<file path="config.mk">
export PLATFORM = sky130hd
export DESIGN_NAME = pipe_stage_reg
export DESIGN_NICKNAME = d
export VERILOG_FILES = /design/src/rtl/pipe_pkg.sv /design/src/rtl/pipe_skid_entry.sv /design/src/rtl/pipe_stage_reg.sv
export SDC_FILE = /design/constraint.sdc
export NUM_CORES = 1
export LEC_CHECK = 0
export ABC_AREA = 1
export BUFFER_PORTS_ARGS = -buffer_cell sky130_fd_sc_hd__buf_4
export CORE_AREA = 5 5 170 172
export DETAILED_ROUTE_END_ITERATION = 10
export DIE_AREA = 0 0 175 177
export PLACE_DENSITY = 0.55
export SLEW_MARGIN = 10
export SYNTH_ARGS = -nofsm -noshare
export SYNTH_HDL_FRONTEND = slang
export SYNTH_SLANG_ARGS = --single-unit
export TNS_END_PERCENT = 5
</file>
<file path="constraint.sdc">
create_clock -name clk -period 2.7 [get_ports clk]
set_input_delay 0.135 -clock clk [delete_from_list [all_inputs] [get_ports clk]]
set_output_delay 0.135 -clock clk [all_outputs]
set_load 0.02 [all_outputs]
</file>
<file path="src/rtl/pipe_pkg.sv">
// Shared pipeline-boundary definitions: payload widths, stage states and bubble payloads.
package pipe_pkg;

    localparam logic [31:0] NOP_INSTR = 32'h00000013;

    // IF/ID: instr, pc, pc+4. Later boundaries add operands/results, instr always on top.
    localparam int unsigned IFID_W  = 96;
    localparam int unsigned IDEX_W  = 192;
    localparam int unsigned EXMEM_W = 128;
    localparam int unsigned MEMWB_W = 128;

    typedef enum logic [1:0] {
        ST_EMPTY,
        ST_FULL,
        ST_SKID
    } stage_state_e;

    localparam logic [IFID_W-1:0]  IFID_BUBBLE  = {NOP_INSTR, 64'h0};
    localparam logic [IDEX_W-1:0]  IDEX_BUBBLE  = {NOP_INSTR, 160'h0};
    localparam logic [EXMEM_W-1:0] EXMEM_BUBBLE = {NOP_INSTR, 96'h0};
    localparam logic [MEMWB_W-1:0] MEMWB_BUBBLE = {NOP_INSTR, 96'h0};

endpackage

</file>
<file path="src/rtl/pipe_skid_entry.sv">
// One payload register with a valid bit; clear wins over load and restores RST_VAL.
module pipe_skid_entry
    import pipe_pkg::*;
#(
    parameter int unsigned        WIDTH   = IFID_W,
    parameter logic [WIDTH-1:0]   RST_VAL = '0
) (
    input  logic             clk,
    input  logic             reset,
    input  logic             i_load,
    input  logic             i_clear,
    input  logic [WIDTH-1:0] i_data,
    output logic             o_valid,
    output logic [WIDTH-1:0] o_data
);

    logic             r_valid;
    logic [WIDTH-1:0] r_data;

    always_ff @(posedge clk or negedge reset) begin
        if (!reset) begin
            r_valid <= 1'b0;
            r_data  <= RST_VAL;
        end else if (i_clear) begin
            r_valid <= 1'b0;
            r_data  <= RST_VAL;
        end else if (i_load) begin
            r_valid <= 1'b1;
            r_data  <= i_data;
        end
    end

    assign o_valid = r_valid;
    assign o_data  = r_data;

endmodule

</file>
<file path="src/rtl/pipe_stage_reg.sv">
// Pipeline stage register with valid/ready handshake, optional skid entry and flush.
// Define PIPE_STAGE_PERF_EN to add the stall_cnt/bubble_cnt performance counters.
module pipe_stage_reg
    import pipe_pkg::*;
#(
    parameter int unsigned      WIDTH  = IFID_W,
    parameter bit               SKID   = 1'b1,
    parameter logic [WIDTH-1:0] BUBBLE = IFID_BUBBLE
) (
    input  logic             clk,
    input  logic             reset,
    input  logic             in_valid,
    output logic             in_ready,
    input  logic [WIDTH-1:0] in_data,
    output logic             out_valid,
    input  logic             out_ready,
    output logic [WIDTH-1:0] out_data,
`ifdef PIPE_STAGE_PERF_EN
    output logic [31:0]      stall_cnt,
    output logic [31:0]      bubble_cnt,
`endif
    input  logic             flush
);

    logic w_accept;
    logic w_consume;

    assign w_accept  = in_valid & in_ready;
    assign w_consume = out_valid & out_ready;

    generate
        if (SKID) begin : g_skid
            stage_state_e     r_state;
            stage_state_e     w_state_nxt;
            logic             r_in_ready;
            logic             w_main_load;
            logic             w_main_clear;
            logic             w_skid_load;
            logic             w_skid_clear;
            logic             w_skid_valid;
            logic [WIDTH-1:0] w_skid_dout;
            logic [WIDTH-1:0] w_main_din;

            always_comb begin
                w_state_nxt  = r_state;
                w_main_load  = 1'b0;
                w_main_clear = 1'b0;
                w_skid_load  = 1'b0;
                w_skid_clear = 1'b0;
                if (flush) begin
                    w_state_nxt  = ST_EMPTY;
                    w_main_clear = 1'b1;
                    w_skid_clear = 1'b1;
                end else begin
                    case (r_state)
                        ST_EMPTY: begin
                            if (w_accept) begin
                                w_main_load = 1'b1;
                                w_state_nxt = ST_FULL;
                            end
                        end
                        ST_FULL: begin
                            if (w_accept && w_consume) begin
                                w_main_load = 1'b1;
                            end else if (w_accept) begin
                                w_skid_load = 1'b1;
                                w_state_nxt = ST_SKID;
                            end else if (w_consume) begin
                                w_main_clear = 1'b1;
                                w_state_nxt  = ST_EMPTY;
                            end
                        end
                        ST_SKID: begin
                            if (w_consume) begin
                                w_main_load  = 1'b1;
                                w_skid_clear = 1'b1;
                                w_state_nxt  = ST_FULL;
                            end
                        end
                        default: w_state_nxt = ST_EMPTY;
                    endcase
                end
            end

            // The skid entry, when occupied, is always older than in_data.
            assign w_main_din = w_skid_valid ? w_skid_dout : in_data;

            always_ff @(posedge clk or negedge reset) begin
                if (!reset) begin
                    r_state    <= ST_EMPTY;
                    r_in_ready <= 1'b1;
                end else begin
                    r_state    <= w_state_nxt;
                    r_in_ready <= (w_state_nxt != ST_SKID);
                end
            end

            assign in_ready = r_in_ready;

            pipe_skid_entry #(
                .WIDTH   (WIDTH),
                .RST_VAL (BUBBLE)
            ) u_main (
                .clk     (clk),
                .reset   (reset),
                .i_load  (w_main_load),
                .i_clear (w_main_clear),
                .i_data  (w_main_din),
                .o_valid (out_valid),
                .o_data  (out_data)
            );

            pipe_skid_entry #(
                .WIDTH   (WIDTH),
                .RST_VAL (BUBBLE)
            ) u_skid (
                .clk     (clk),
                .reset   (reset),
                .i_load  (w_skid_load),
                .i_clear (w_skid_clear),
                .i_data  (in_data),
                .o_valid (w_skid_valid),
                .o_data  (w_skid_dout)
            );
        end else begin : g_noskid
            logic w_main_load;
            logic w_main_clear;

            assign in_ready     = ~out_valid | out_ready;
            assign w_main_load  = w_accept;
            assign w_main_clear = flush | (w_consume & ~w_accept);

            pipe_skid_entry #(
                .WIDTH   (WIDTH),
                .RST_VAL (BUBBLE)
            ) u_main (
                .clk     (clk),
                .reset   (reset),
                .i_load  (w_main_load),
                .i_clear (w_main_clear),
                .i_data  (in_data),
                .o_valid (out_valid),
                .o_data  (out_data)
            );
        end
    endgenerate

`ifdef PIPE_STAGE_PERF_EN
    always_ff @(posedge clk or negedge reset) begin
        if (!reset) begin
            stall_cnt  <= '0;
            bubble_cnt <= '0;
        end else begin
            if (out_valid && !out_ready) stall_cnt <= stall_cnt + 32'd1;
            if (!out_valid) bubble_cnt <= bubble_cnt + 32'd1;
        end
    end
`endif

endmodule

</file>
After elaboration in Yosys (flattened, before gate mapping). Cells that the tools add are included.

$add $sub $neg: 0. $mul: 0. Divide/modulo/power cells: 0. Magnitude comparators: 0. Eq/ne operators: 3. Shifts and indexed selects: 0. Muxes and demuxes: 30. Bitwise gates (word level): 2. Reduce and logical (&&, ||, !) cells: 4.

Operators by type and width (count): 2-to-1 mux 96 bit (5); 2-to-1 mux 1 bit (17); 2-to-1 mux 2 bit (6); one-hot mux 2 bit (3 select lines) (1); nonzero test 2 bit (2); one-hot mux 1 bit (3 select lines) (1); AND 1 bit (2); == test 2 x 1 -> 1 bit, second input constant (1); == test 2 bit, second input constant (1); logical NOT 2 bit (1); != test 2 bit, second input constant (1); logical AND 1 bit (1).

Register bits after elaboration: 197. Bits in latches: 0. RAM bits: 0. ROM bits: 0. Memories: 0.

Longest topological paths before layout.
Depth in word-level cells: 7. Depth in mapped cells: 9.

Hierarchy. A second synthesis with hierarchy kept.

Cell total of the unflattened synthesis: 982. Area total of the unflattened synthesis: 9290.2 um^2.

Modules (own cells, without submodules): pipe_skid_entry (times used 2, cells each 420, area an instance 3861.2 um^2); pipe_stage_reg (times used 1, cells each 142, area an instance 1567.8 um^2).

Worst setup path after synthesis. No wires, ideal clock.

Path type: flip-flop to flip-flop. Start point: register g_skid.r_in_ready (netlist: in_ready). End point: register g_skid.u_main.r_data[45] (netlist: g_skid.u_main.o_data[45]). Data arrival time: 1.385 ns. Required time: 2.582 ns. Path slack: 1.196 ns. Cell stages (with the launch flop): 8. Clock period less this slack: 1.504 ns. Cells stage by stage: dfstp_2 nand2_1 nor2_1 nand2_2 buf_4 buf_2 nand4_1 nand2_1.

Cells in the longest elaborated chain, start to end: 6.

RTL lines: start, declared (line pipe_stage_reg.sv:35) `logic r_in_ready;`; start signal, assigned (line pipe_stage_reg.sv:94) `r_in_ready <= (w_state_nxt != ST_SKID);`; AND 1 bit (*) (line pipe_stage_reg.sv:28) `assign w_accept = in_valid & in_ready;`; logical AND 1 bit / 2-to-1 mux 1 bit (equally long branches) (line pipe_stage_reg.sv:63, pipe_stage_reg.sv:65); 2-to-1 mux 1 bit (line pipe_stage_reg.sv:63) `if (w_accept && w_consume) begin`; one-hot mux 1 bit (3 select lines) / 2-to-1 mux 1 bit (equally long branches) (line pipe_stage_reg.sv:55) `case (r_state)`; 2-to-1 mux 1 bit (line pipe_stage_reg.sv:50) `if (flush) begin`; nonzero test 2 bit (no source line) / 2-to-1 mux 96 bit (equally long branches); end signal, assigned (line pipe_skid_entry.sv:29) `r_data <= i_data;`; end, declared (line pipe_skid_entry.sv:18) `logic [WIDTH-1:0] r_data;`.

Every way passes the cells marked *; elsewhere a longest branch is shown, timed or not. A chain may end at the register's enable or synchronous reset.

Worst setup path in the final report.
Start point: register g_skid.u_main.r_valid (netlist: g_skid.u_main.o_valid). End point: register g_skid.u_main.r_data[65] (netlist: g_skid.u_main.o_data[65]).

Cells in the longest elaborated chain, start to end: 7.

RTL lines: start, declared (line pipe_skid_entry.sv:17) `logic r_valid;`; start signal, assigned (line pipe_skid_entry.sv:22) `r_valid <= 1'b0;`; start signal, assigned (line pipe_skid_entry.sv:25) `r_valid <= 1'b0;`; start signal, assigned (line pipe_skid_entry.sv:28) `r_valid <= 1'b1;`; AND 1 bit (*) (line pipe_stage_reg.sv:29) `assign w_consume = out_valid & out_ready;`; 2-to-1 mux 1 bit (line pipe_stage_reg.sv:68, pipe_stage_reg.sv:74); 2-to-1 mux 1 bit (line pipe_stage_reg.sv:65) `end else if (w_accept) begin`; 2-to-1 mux 1 bit (line pipe_stage_reg.sv:63); 2-to-1 mux 1 bit (line pipe_stage_reg.sv:55); 2-to-1 mux 1 bit (line pipe_stage_reg.sv:50); 2-to-1 mux 96 bit / nonzero test 2 bit (equally long branches).

Marked as above.

==> flow_summary.ini <==
[cts]
htreeDepth = 4
numCtsBuffers = 17
numClockSinks = 197
clk_latency_ns = 0.43
cts_buffer_depth = 2
cts_tree = done
cts_root_buffer = clkbuf_16
post_cts_resized = 0
cts.clk_slew.worst_paths_ns = 0.07

[setup_path]
cp-end-kind = flop
crit_arrival_ns = 2.38
path_max_fanout = 194
crit_type = flop to flop
path_buf_inv = 1
cpPeakStageDelay_ns = 0.61
crit_top_cell = nand2_1
crit_chain = nand2_2, nor2_2, nor2_4, buf_12, nand3_1, nand2_1, nand2_1
crit_slowest_cell = buf_12
cp_top_family = simple AND/OR/NAND/NOR gates
startpoint_type = flop
worstPathRequired_ns = 3.06

[synth]
synth_cells = 1172
syn_avg_cell_area_um2 = 7.973
ys_seq_area_frac = 0.5285
syn_nets = 1273
ys_types = 20
synth-seq-cells = 197
netlist_area_um2 = 9344
ys_warn_count = 0

[route]
antenna_left = 0
drt-wirelength-per-cell_um = 16.77
drtPass1Iterations = 5
via_per_inst = 5.015
vias = 8842
drc = 0
wl_um = 29570
drtIter0Drc = 809

[timing]
max_slew_margin = 0.3873
tightestPinTransition_ns = 0.9191
rsz0062_at_grt = false
fin_tns_setup_ns = 0
slew_viol_final = 0
finClkSkew_ns = 0.01318
report.final.hold_viol_count = 0
finalSetupViolCount = 0
period_share = 0.7495
min_period_ns = 2.024
max_freq_mhz = 494.1

[layout]
drive_gt1_frac = 0.1970
area_growth_pct = 34.75
postLayoutCellArea_um2 = 12590
fin_nets = 1505

[global_routing]
grt_pass1_vias = 8858
grt_pass1_wl_um = 48420
grt_overflow = 0
grt_max_degree = 195
grt_use_total = 0.1922
grt_antenna_before_repair = 2

[floorplan]
die_y_um = 177
die_w_um = 175
start_util = 0.3420
coreArea_um2 = 27320
dieArea_um2 = 30980
rows = 61
ios = 199

[pwr]
pwr_density_cell_nw_per_um2 = 582.9
ir_drop_v = 0.0002982
p_leak_nw = 6.693

[place]
port_buffers = 198
dpl.hpwl_um = 17120
gp_congestion = 0.7439
dpl_cell_area_um2 = 11070

[status]
status = finished, final reports clean

[min_path]
hold_class = input pin to flop

[flow_run]
maxCapViolations = 0
layer usage:
metal  wire length [µm]  share of wire  vias to the layer above  track usage
li1                   -              -                     4333            -
met1              13580           0.46                     4260       0.2662
met2              14190           0.48                      218       0.3155
met3               1330          0.045                       29      0.02905
met4                453          0.015                        2      0.05499
met5                 13        0.00044                        -            0
registers in the layout, indices dropped and copies added (netlist names):
register	count
g_skid.u_main.o_valid	1
in_ready	1
g_skid.u_skid.o_valid	1
g_skid.r_state	2
g_skid.u_main.o_data	96
g_skid.u_skid.o_data	96
kinds of logic after synthesis:
| logic type | share of synthesized area |
|---|---|
| AO/OA/AOI/OAI | 0.04044 |
| AND/OR/NAND/NOR | 0.3638 |
| buffers and inverters | 0.06722 |
| flip-flops | 0.5285 |
placed cells by master (no fill, tap or decap), types with 5 or more instances in the layout:
cell type,n
buf_12,8
nand3_1,194
inv_1,36
a21oi_1,5
clkbuf_16,17
o21ai_2,10
o21ai_0,53
dlygate4sd3_1,97
clkinv_4,5
nand4_1,97
buf_4,209
dfrtp_1,189
dfstp_2,7
nand2_1,461
path summary, 6_finish.rpt:
check | from | endpoint | slack, ns | cells after the start
setup reg to reg | g_skid.u_main.o_valid | g_skid.u_main.o_data[65] | 0.68 | 7
setup / recovery | g_skid.u_main.o_valid | g_skid.u_main.o_data[65] | 0.68 | 7
hold reg to reg | g_skid.u_skid.o_data[64] | g_skid.u_skid.o_data[64] | 0.49 | 2
min in group asynchronous | reset | g_skid.u_skid.o_data[72] | 0.23 | 2
hold / removal | in_data[95] | g_skid.u_skid.o_data[95] | 0.02 | 3
max in group asynchronous | reset | g_skid.u_skid.o_data[30] | 1.63 | 3
where the power goes:
| group | total (mW) | switching [mW] | internal (mW) |
|---|---|---|---|
| Sequential | 3.33 | 0.142 | 3.19 |
| Combinational | 1.57 | 0.955 | 0.613 |
| Clock | 2.44 | 1.23 | 1.21 |
stage by stage:
stage	worst slack [ns]	power (mW)	hold slack [ns]	instances	util
6_report	0.6763	7.339	0.02129	1763	0.4608
5_1_grt	0.4728	7.714	0.02834	1763	0.4608
4_1_cts	0.7284	7.438	0.001602	1762	0.4607
3_5_place_dp	0.7429	4.860	0.1649	1634	0.4051
3_3_place_gp	0.7699	4.854	0.1626	1634	0.4051
2_1_floorplan	1.197	4.153	-0.1606	1172	-
cells in the mapped netlist:
| library cell | n | area share |
|---|---|---|
| inv_1 | 37 | 0.015 |
| a21oi_1 | 5 | 0.0027 |
| nand2_1 | 461 | 0.19 |
| nor2_1 | 4 | 0.0016 |
| inv_2 | 3 | 0.0012 |
| clkbuf_1 | 30 | 0.012 |
| nand4_1 | 97 | 0.065 |
| nor2_2 | 2 | 0.0013 |
| buf_4 | 8 | 0.0064 |
| nor2_4 | 2 | 0.0024 |
| dfrtp_1 | 190 | 0.51 |
| buf_1 | 17 | 0.0068 |
| buf_2 | 46 | 0.025 |
| nand2_2 | 3 | 0.0020 |
| buf_6 | 1 | 0.0012 |
| nand3_1 | 195 | 0.10 |
| o21ai_0 | 53 | 0.028 |
| dfstp_2 | 7 | 0.020 |
| nand3_4 | 1 | 0.0019 |
| o21ai_2 | 10 | 0.0094 |
layout make-up:
| cell class | count | area, µm² |
|---|---|---|
| inverter | 40 | 151.4 |
| fill | 2702 | 14730 |
| clock buffer | 18 | 429.2 |
| timing repair buffer | 315 | 2714 |
| tap | 346 | 432.9 |
| multi-input combinational | 833 | 3800 |
| clock inverter | 13 | 118.9 |
| sequential | 197 | 4942 |
| antenna | 1 | 2.502 |
tightest hold or removal path: cells and delay by family:
| kind | cells | cell delay, ns |
|---|---|---|
| AOI/OAI and AO/OA | 1 | 0.09 |
| buffers and inverters | 2 | 0.16 |
repair_timing:
item	in CTS	in global routing
endpoints found under the setup margin	0	0
hold endpoints to repair	147	0
hold buffers	97	0
buffers inserted	0	0
No activity file was read; power rests on OpenSTA's default activity.
